**config.mk**
```make
export PLATFORM = sky130hd
export DESIGN_NAME = ux607_tl_frag_ctrl
export DESIGN_NICKNAME = d
export VERILOG_FILES = /design/src/rtl/ux607_tl_pkg.sv /design/src/rtl/ux607_tl_frag_srctab.sv /design/src/rtl/ux607_tl_frag_ctrl.sv
export SDC_FILE = /design/constraint.sdc
export NUM_CORES = 1
export LEC_CHECK = 0
export BUFFER_PORTS_ARGS = -buffer_cell sky130_fd_sc_hd__buf_2
export CAP_MARGIN = 20
export CORE_AREA = 2 2 98 100
export CTS_BUF_LIST = sky130_fd_sc_hd__clkbuf_16
export DETAILED_ROUTE_END_ITERATION = 12
export DIE_AREA = 0 0 100 102
export SLEW_MARGIN = 20
export SYNTH_ARGS = -nofsm -noshare
export SYNTH_HDL_FRONTEND = slang
export SYNTH_SLANG_ARGS = --single-unit
```
**constraint.sdc**
```tcl
create_clock -name clock -period 2.5 [get_ports clock]
set_clock_uncertainty 0.1 [all_clocks]
set_input_delay 0.25 -clock clock [delete_from_list [all_inputs] [get_ports clock]]
set_output_delay 0.25 -clock clock [all_outputs]
set_load 0.01 [all_outputs]
```
**src/rtl/ux607_tl_pkg.sv**
```systemverilog
// Shared TileLink-UL definitions for the ux607 peripheral bus blocks.
package ux607_tl_pkg;

  localparam int OPCODE_W  = 3;
  localparam int PARAM_W   = 3;
  localparam int D_PARAM_W = 2;
  localparam int SIZE_W    = 3;
  localparam int SOURCE_W  = 2;
  localparam int ADDR_W    = 30;
  localparam int MASK_W    = 4;
  localparam int DATA_W    = 32;

  localparam int SRC_ENTRIES = 4;

  localparam logic [OPCODE_W-1:0] TL_A_PUT_FULL        = 3'd0;
  localparam logic [OPCODE_W-1:0] TL_A_PUT_PARTIAL     = 3'd1;
  localparam logic [OPCODE_W-1:0] TL_A_GET             = 3'd4;
  localparam logic [OPCODE_W-1:0] TL_D_ACCESS_ACK      = 3'd0;
  localparam logic [OPCODE_W-1:0] TL_D_ACCESS_ACK_DATA = 3'd1;

endpackage

```
**src/rtl/ux607_tl_frag_srctab.sv**
```systemverilog
// Per-source record of the original A-channel transfer size, used to restore
// d_size on the response. One write port, one combinational read port.
module ux607_tl_frag_srctab
  import ux607_tl_pkg::*;
(
  input  logic                clock,
  input  logic                reset,
  input  logic                wr_en,
  input  logic [SOURCE_W-1:0] wr_idx,
  input  logic [SIZE_W-1:0]   wr_data,
  input  logic [SOURCE_W-1:0] rd_idx,
  output logic [SIZE_W-1:0]   rd_data
);

  logic [SIZE_W-1:0] entry_r [SRC_ENTRIES];

  // Capture the request size for a source; cleared by reset.
  always_ff @(posedge clock or posedge reset) begin
    if (reset) begin
      for (int i = 0; i < SRC_ENTRIES; i++) begin
        entry_r[i] <= '0;
      end
    end else if (wr_en) begin
      entry_r[wr_idx] <= wr_data;
    end
  end

  // No write-to-read bypass: a same-cycle read sees the previous entry.
  assign rd_data = entry_r[rd_idx];

endmodule

```
**src/rtl/ux607_tl_frag_ctrl.sv**
```systemverilog
// A-channel fragment sequencer: splits wide Gets into 4-byte Gets for a
// 32-bit slave, holds the upstream repeater via rep_repeat, and restores the
// original size on AccessAckData responses.
module ux607_tl_frag_ctrl
  import ux607_tl_pkg::*;
#(
  parameter int MAX_SIZE = 6
) (
  input  logic                 clock,
  input  logic                 reset,
  input  logic                 in_valid,
  output logic                 in_ready,
  input  logic [OPCODE_W-1:0]  in_opcode,
  input  logic [PARAM_W-1:0]   in_param,
  input  logic [SIZE_W-1:0]    in_size,
  input  logic [SOURCE_W-1:0]  in_source,
  input  logic [ADDR_W-1:0]    in_address,
  input  logic [MASK_W-1:0]    in_mask,
  input  logic [DATA_W-1:0]    in_data,
  output logic                 rep_repeat,
  output logic                 out_valid,
  input  logic                 out_ready,
  output logic [OPCODE_W-1:0]  out_opcode,
  output logic [PARAM_W-1:0]   out_param,
  output logic [SIZE_W-1:0]    out_size,
  output logic [SOURCE_W-1:0]  out_source,
  output logic [ADDR_W-1:0]    out_address,
  output logic [MASK_W-1:0]    out_mask,
  output logic [DATA_W-1:0]    out_data,
  input  logic                 d_in_valid,
  output logic                 d_in_ready,
  input  logic [OPCODE_W-1:0]  d_in_opcode,
  input  logic [D_PARAM_W-1:0] d_in_param,
  input  logic [SIZE_W-1:0]    d_in_size,
  input  logic [SOURCE_W-1:0]  d_in_source,
  input  logic [DATA_W-1:0]    d_in_data,
  input  logic                 d_in_error,
  output logic                 d_out_valid,
  input  logic                 d_out_ready,
  output logic [OPCODE_W-1:0]  d_out_opcode,
  output logic [D_PARAM_W-1:0] d_out_param,
  output logic [SIZE_W-1:0]    d_out_size,
  output logic [SOURCE_W-1:0]  d_out_source,
  output logic [DATA_W-1:0]    d_out_data,
  output logic                 d_out_error,
  output logic                 err
);

  localparam int                BW         = MAX_SIZE - 2;
  localparam logic [SIZE_W-1:0] MAX_SIZE_L = SIZE_W'(MAX_SIZE);

  logic [BW-1:0]       beat_r;
  logic                err_r;
  logic                fire_s;
  logic                is_get_s;
  logic                frag_s;
  logic                oversize_s;
  logic [SIZE_W-1:0]   size_m2_s;
  logic [BW-1:0]       last_beat_s;
  logic [MAX_SIZE-1:0] addr_keep_s;
  logic [MAX_SIZE-1:0] addr_low_s;
  logic [SIZE_W-1:0]   tab_size_s;

  assign out_valid = in_valid;
  assign in_ready  = out_ready;
  assign fire_s    = out_valid && out_ready;

  assign is_get_s   = (in_opcode == TL_A_GET);
  assign frag_s     = in_valid && is_get_s && (in_size > 3'd2) && (in_size <= MAX_SIZE_L);
  assign oversize_s = is_get_s && (in_size > MAX_SIZE_L);

  // Index of the final fragment, N-1 = 2^(size-2) - 1, as a low-bit mask.
  assign size_m2_s   = in_size - 3'd2;
  assign last_beat_s = ~({BW{1'b1}} << size_m2_s);

  // Offset arithmetic stays inside the low MAX_SIZE address bits.
  assign addr_keep_s = {MAX_SIZE{1'b1}} << in_size;
  assign addr_low_s  = (in_address[MAX_SIZE-1:0] & addr_keep_s) + {beat_r, 2'b00};

  // A-channel field steering: rewrite size/mask/address only for fragmented Gets.
  always_comb begin
    out_opcode  = in_opcode;
    out_param   = in_param;
    out_source  = in_source;
    out_data    = in_data;
    out_size    = in_size;
    out_mask    = in_mask;
    out_address = in_address;
    rep_repeat  = 1'b0;
    if (frag_s) begin
      out_size    = 3'd2;
      out_mask    = 4'hF;
      out_address = {in_address[ADDR_W-1:MAX_SIZE], addr_low_s};
      rep_repeat  = (beat_r != last_beat_s);
    end else begin
      rep_repeat  = 1'b0;
    end
  end

  // Fragment counter: advances on each fragment fire, wraps after the last.
  always_ff @(posedge clock or posedge reset) begin
    if (reset) begin
      beat_r <= '0;
    end else if (fire_s && frag_s) begin
      if (beat_r == last_beat_s) begin
        beat_r <= '0;
      end else begin
        beat_r <= beat_r + BW'(1);
      end
    end
  end

  // Sticky flag for Gets too large to fragment.
  always_ff @(posedge clock or posedge reset) begin
    if (reset) begin
      err_r <= 1'b0;
    end else if (fire_s && oversize_s) begin
      err_r <= 1'b1;
    end
  end

  assign err = err_r;

  ux607_tl_frag_srctab u_srctab (
    .clock   (clock),
    .reset   (reset),
    .wr_en   (fire_s && (beat_r == '0)),
    .wr_idx  (in_source),
    .wr_data (in_size),
    .rd_idx  (d_in_source),
    .rd_data (tab_size_s)
  );

  assign d_out_valid  = d_in_valid;
  assign d_in_ready   = d_out_ready;
  assign d_out_opcode = d_in_opcode;
  assign d_out_param  = d_in_param;
  assign d_out_source = d_in_source;
  assign d_out_data   = d_in_data;
  assign d_out_error  = d_in_error;

  // Data responses report the size the master originally requested.
  always_comb begin
    d_out_size = d_in_size;
    if (d_in_opcode == TL_D_ACCESS_ACK_DATA) begin
      d_out_size = tab_size_s;
    end else begin
      d_out_size = d_in_size;
    end
  end

endmodule

```
Yosys cells after proc, flatten, opt, wreduce, memory -nomap -nowiden:

Cells that the tools add are included.

* $add $sub $neg: 3
* $lt $le $gt $ge: 6
* eq/ne operators: 4
* shift-type cells: 2
* muxes and demuxes: 12
* bitwise operators: 4
* reductions and logical operators: 10

Operator list (number)
* $mux W3: 5
* $bwmux W12: 1
* $logic_and A1 B1 Y1: 9
* $mux W4: 2
* $add A6 B6 Y6: 1
* $and A6 B6 Y6: 1
* $bmux W3 S2: 1
* $demux W3 S2: 1
* $ge A3 B3 Y1 const B: 2
* $mux W6: 1
* $not A2 Y3: 2
* $shl A6 B3 Y6 const A: 1
* $add A4 B1 Y4 const B: 1
* $eq A4 B4 Y1: 1
* $logic_not A4 Y1: 1
* $ne A4 B4 Y1: 1
* $not A4 Y4: 1
* $shl A4 B3 Y4 const A: 1
* $eq A3 B1 Y1 const B: 1
* $eq A3 B3 Y1 const B: 1
* $gt A3 B2 Y1 const B: 1
* $gt A3 B3 Y1 const B: 1
* $le A3 B3 Y1 const B: 1
* $lt A3 B1 Y1 const B: 1
* 2 further kinds: 2

* bits in registers: 17
* input bits: 126
* output and inout bits: 126
* logic and storage cells: 47

Depth between registers and ports, before layout:

* depth in word-level cells: 6
* depth in mapped cells: 9
* depth with buffers taken out: 9

By module:

From an unflattened synthesis, not the netlist that was laid out.

* cells, all modules: 229
* area, all modules: 2135.8 µm²

By module, submodules not included
* ux607_tl_frag_ctrl: instances 1, cells each 197, area each 1586.5 µm², seq. area each 125.1 µm²
* ux607_tl_frag_srctab: instances 1, cells each 32, area each 549.3 µm², seq. area each 300.3 µm²

Least setup slack after synthesis:

No wires, ideal clock.

* path kind: input -> output
* start point: input in_size[1]
* end point: output rep_repeat
* arrival: 1622 ps
* data required time: 2150 ps
* setup slack: 528 ps
* cell stages on the path: 7
* path buffers: 1
* path through: buf_6 inv_1 ha_1 and4b_1 o41ai_2 a211oi_2 nor2_1

* cells in the longest elaborated chain, start to end: 5
* elaborated cells on any way between the ends: 9
* those cells by class: add/sub: 1; order compare: 2; eq/ne: 1; shift: 1; mux: 1; bitwise: 1; reduce/logical: 2

RTL lines
* from (decl): RTL line ux607_tl_frag_ctrl.sv:15 `input logic [SIZE_W-1:0] in_size,`
* $sub A3 B2 Y3: RTL line ux607_tl_frag_ctrl.sv:73 `assign size_m2_s = in_size - 3'd2;`
* $shl A4 B3 Y4: RTL line ux607_tl_frag_ctrl.sv:74 `assign last_beat_s = ~({BW{1'b1}} << size_m2_s);`
* $not A4 Y4: RTL line ux607_tl_frag_ctrl.sv:74
* $ne A4 B4 Y1: RTL line ux607_tl_frag_ctrl.sv:94 `rep_repeat = (beat_r != last_beat_s);`
* $mux W1 *: RTL line ux607_tl_frag_ctrl.sv:90 `if (frag_s) begin`
* to (decl): RTL line ux607_tl_frag_ctrl.sv:20 `output logic rep_repeat,`

Mark *: on every way between the ends. The rest lies on a longest branch, timed or not.

Final worst setup path:

* start point: register beat_r[1]
* end point: output out_address[5]

* cells in the longest elaborated chain, start to end: 2

RTL lines
* from (decl): RTL line ux607_tl_frag_ctrl.sv:52 `logic [BW-1:0] beat_r;`
* from (signal assigned): RTL line ux607_tl_frag_ctrl.sv:108 `beat_r <= beat_r + BW'(1);`
* $add A6 B6 Y6: RTL line ux607_tl_frag_ctrl.sv:78 `assign addr_low_s = (in_address[MAX_SIZE-1:0] & addr_keep_s) + {beat_r, 2'b00};`
* $mux W6: RTL line ux607_tl_frag_ctrl.sv:90
* to (decl): RTL line ux607_tl_frag_ctrl.sv:27 `output logic [ADDR_W-1:0] out_address,`

Every way passes these cells.

==> flow_metrics.tcl <==
set metrics [dict create \
    status "complete, no violations" \
    port_buffers 59 \
    multi_input_area_um2 815 \
    maxSlewHeadroom_pct 53.4 \
    placeableCoreArea_mm2 0.00911 \
    die_w_um 100 \
    grt_pass1_vias 1190 \
    ioPinCount 252 \
    cts_tree "built" \
    dpl_worst_slack_ns 0.238 \
    cts.sinks 17 \
    critPathMaxStageDelay_ns 0.45 \
    post_cts_buffers 0 \
    cp_data_required_time_ns 2.15 \
    cp_max_fo 6 \
    yosysWarningCount 0 \
    synth-xor-area-share_pct 1.66 \
    maxSlewViolCount 0 \
    postCtsHoldBufs 0 \
    clkTransAtPathRegs_ns 0.05 \
    ys_ff_latch 17 \
    htree_levels 1 \
    r2r_cells 7 \
    detail_route.vias_per_cell 4.11 \
    setup_viol_count_final 0 \
    grt_max_degree 18 \
    rsz0062_at_grt "false" \
    drive_above_1_share_pct 48.2 \
    syn2layout_area_growth_pct -13.4 \
    cts_resized 0 \
    drv_cap 0 \
    vdd_drop_max_uv 208 \
    r2r-end "u_srctab.entry_r[6]$_DFFE_PP0P_" \
    placedCellCount 298 \
    synthSimpleGateAreaFrac_pct 12.6 \
    crit_path_top_delay_cell "dfrtp_1" \
    yosys-top-cells-count "108 x buf_4, 17 x dfrtp_1, 14 x mux2_2" \
    critical_path_class "reg -> out" \
    grt_pass1_wl_um 6960 \
    hold_viol 0 \
    cts_buffer_depth 2 \
    rows 35 \
    dieArea_mm2 0.0102 \
    power_density_mw_per_mm2 448 \
    synthMuxAreaShare_pct 10.7 \
    cp-start-kind "register" \
    seqCellArea_um2 425 \
    yosysMostFrequentCell "buf_4" \
    avgRoutedWirePerCell_um 16.4 \
    synth_cells 234 \
    max_slew.worst_pin.slew_ns 0.698 \
    endpoint_kind "output port" \
    yosysSeqAreaShare_pct 20.2 \
    fin_crit_sh_pct 89.8 \
    leakagePower_nw 0.939 \
    path_buf_inv 1 \
    setup_slack_ns 0.255 \
    overflow 0 \
    synth_nets 370 \
    n_antenna_cell 0 \
    yosysTopAreaCell "buf_4" \
    drc_errors 0 \
    synth_compound_area_share_pct 7.42 \
    timing.setup.tns_ns 0 \
    worstSkewPairLatency_ns 0.25 \
    r2r_start "beat_r[1]$_DFFE_PP0P_" \
    yosys.area_share.adder_pct 6.29 \
    fmax_mhz 445 \
    grt_antenna_before_repair 0 \
    yosysTopAreaCellShare_pct 38.5 \
    critical_path_arrival_ns 1.90 \
    num_vias 1241 \
    routed_wl_um 4970 \
    syn-mean-instance-area_um2 9.01 \
    die_y_um 102 \
    synth_edf_count 0 \
    first_pass_iters 3 \
    numCtsBuffers 3 \
    stdcell_count 302 \
    synth_top_family_by_area "buffers and inverters" \
    grt.total_usage_pct 9.07 \
    synthFlopType "dfrtp_1" \
    final.min_clock_period_ns 2.25 \
    startpoint "beat_r[1]$_DFFE_PP0P_" \
    crit_chain "ha_1 > a21o_1 > a21oi_1 > xor2_1 > a22oi_1 > o31ai_1 > buf_2" \
    async_flop_share_pct 100 \
    cp_top_family "compound AO/OA/AOI/OAI gates" \
    finalNetCount 328 \
    ant_nets 0 \
    hp-class "in -> async" \
    start_util_pct 23.1 \
    n_fill_cell 1000 \
    place.gp.congestion 0.741 \
    synth_cell_types 44 \
    synth_area_leaders "buf_4 38%, dfrtp_1 20%, mux2_2 7.5%" \
    root_buffer "clkbuf_16" \
    drt_iter0_drc 42 \
    place_hpwl_um 4300 \
    reg2reg_slack_ns 0.52 \
    syn-cell-area_mm2 0.00211 \
]
-- state kept, by name (all words and copies together) (netlist names) --
name	cells
u_srctab.entry_r	12
beat_r	4
err	1
-- worst register-to-register path: stages (launching register included) --
cell and delay, ns:
dfrtp_1 0.45, inv_1 0.14, ha_1 0.17, nand4b_1 0.14, nor2_1 0.18, nand2_1 0.07
nor2_1 0.25, mux2_2 0.37
-- layer usage --
metal | global-route usage, % | vias up | wire length (um)
met2 | 17.4 | 84 | 2670
met4 | 4.32 | 0 | 127
met3 | 3.21 | 10 | 500
li1 | - | 582 | -
met1 | 8.64 | 565 | 1660
met5 | 0 | - | 0
-- cell usage in the layout, fill, tap and decap left out, types with 2 or more instances in the layout --
cell / instances
nand2b_1: 5
nand2_1: 13
nand3_1: 2
o21ai_0: 7
xnor2_1: 2
a21o_1: 3
mux4_2: 3
nor2_1: 5
clkbuf_16: 3
nor4b_1: 2
ha_1: 9
xor2_1: 2
inv_1: 7
o21ai_1: 2
mux2_2: 14
buf_4: 6
buf_2: 59
dfrtp_1: 17
and2_1: 5
-- where the power goes --
part           switching [mW]  leakage, nW  internal, mW  total [mW]
clock                   0.111       0.0409         0.214       0.325
combinational          0.0985        0.669        0.0902       0.189
sequential             0.0182        0.229         0.286       0.304
-- final cells by class --
cell class | instances | share of cell area, %
Multi-Input combinational cell | 98 | 44.6
Sequential cell | 17 | 23.3
Timing Repair Buffer | 65 | 18.6
Tap cell | 111 | 7.61
Clock buffer | 3 | 4.11
Inverter | 7 | 1.44
Clock inverter | 1 | 0.274
-- through the flow --
stage	instance area, um^2	total power, mW	util (%)	hold slack (ns)
detailed placement	1750	0.502	19.2	0.302
floorplan	2110	0.583	-	0.0761
global placement	1750	0.500	19.2	0.295
finish	1830	0.818	20.0	0.00447
global route	1830	0.864	20.0	0.0809
CTS	1830	0.827	20.0	0.0386
-- logic make-up (layout without fill, tap and decap cells) --
| logic type | Yosys count | count (layout) |
|---|---|---|
| multiplexers | 17 | 17 |
| XOR/XNOR | 4 | 4 |
| buffers and inverters | 119 | 76 |
| flip-flops | 17 | 17 |
| AO/OA/AOI/OAI | 22 | 22 |
| AND/OR/NAND/NOR | 45 | 45 |
| adder cells (fa/ha/maj) | 10 | 10 |
-- worst max-delay path by stage --
stage	to	slack (ns)	depth (start not counted)
6_report	out_address[5]	0.25	7
5_1_grt	out_address[5]	0.09	7
4_1_cts	out_address[5]	0.25	7
3_5_place_dp	beat_r[2]$_DFFE_PP0P_	0.24	9
3_3_place_gp	out_address[5]	0.31	9
2_1_floorplan	rep_repeat	0.53	7
No activity file was read; power rests on OpenSTA's default activity.
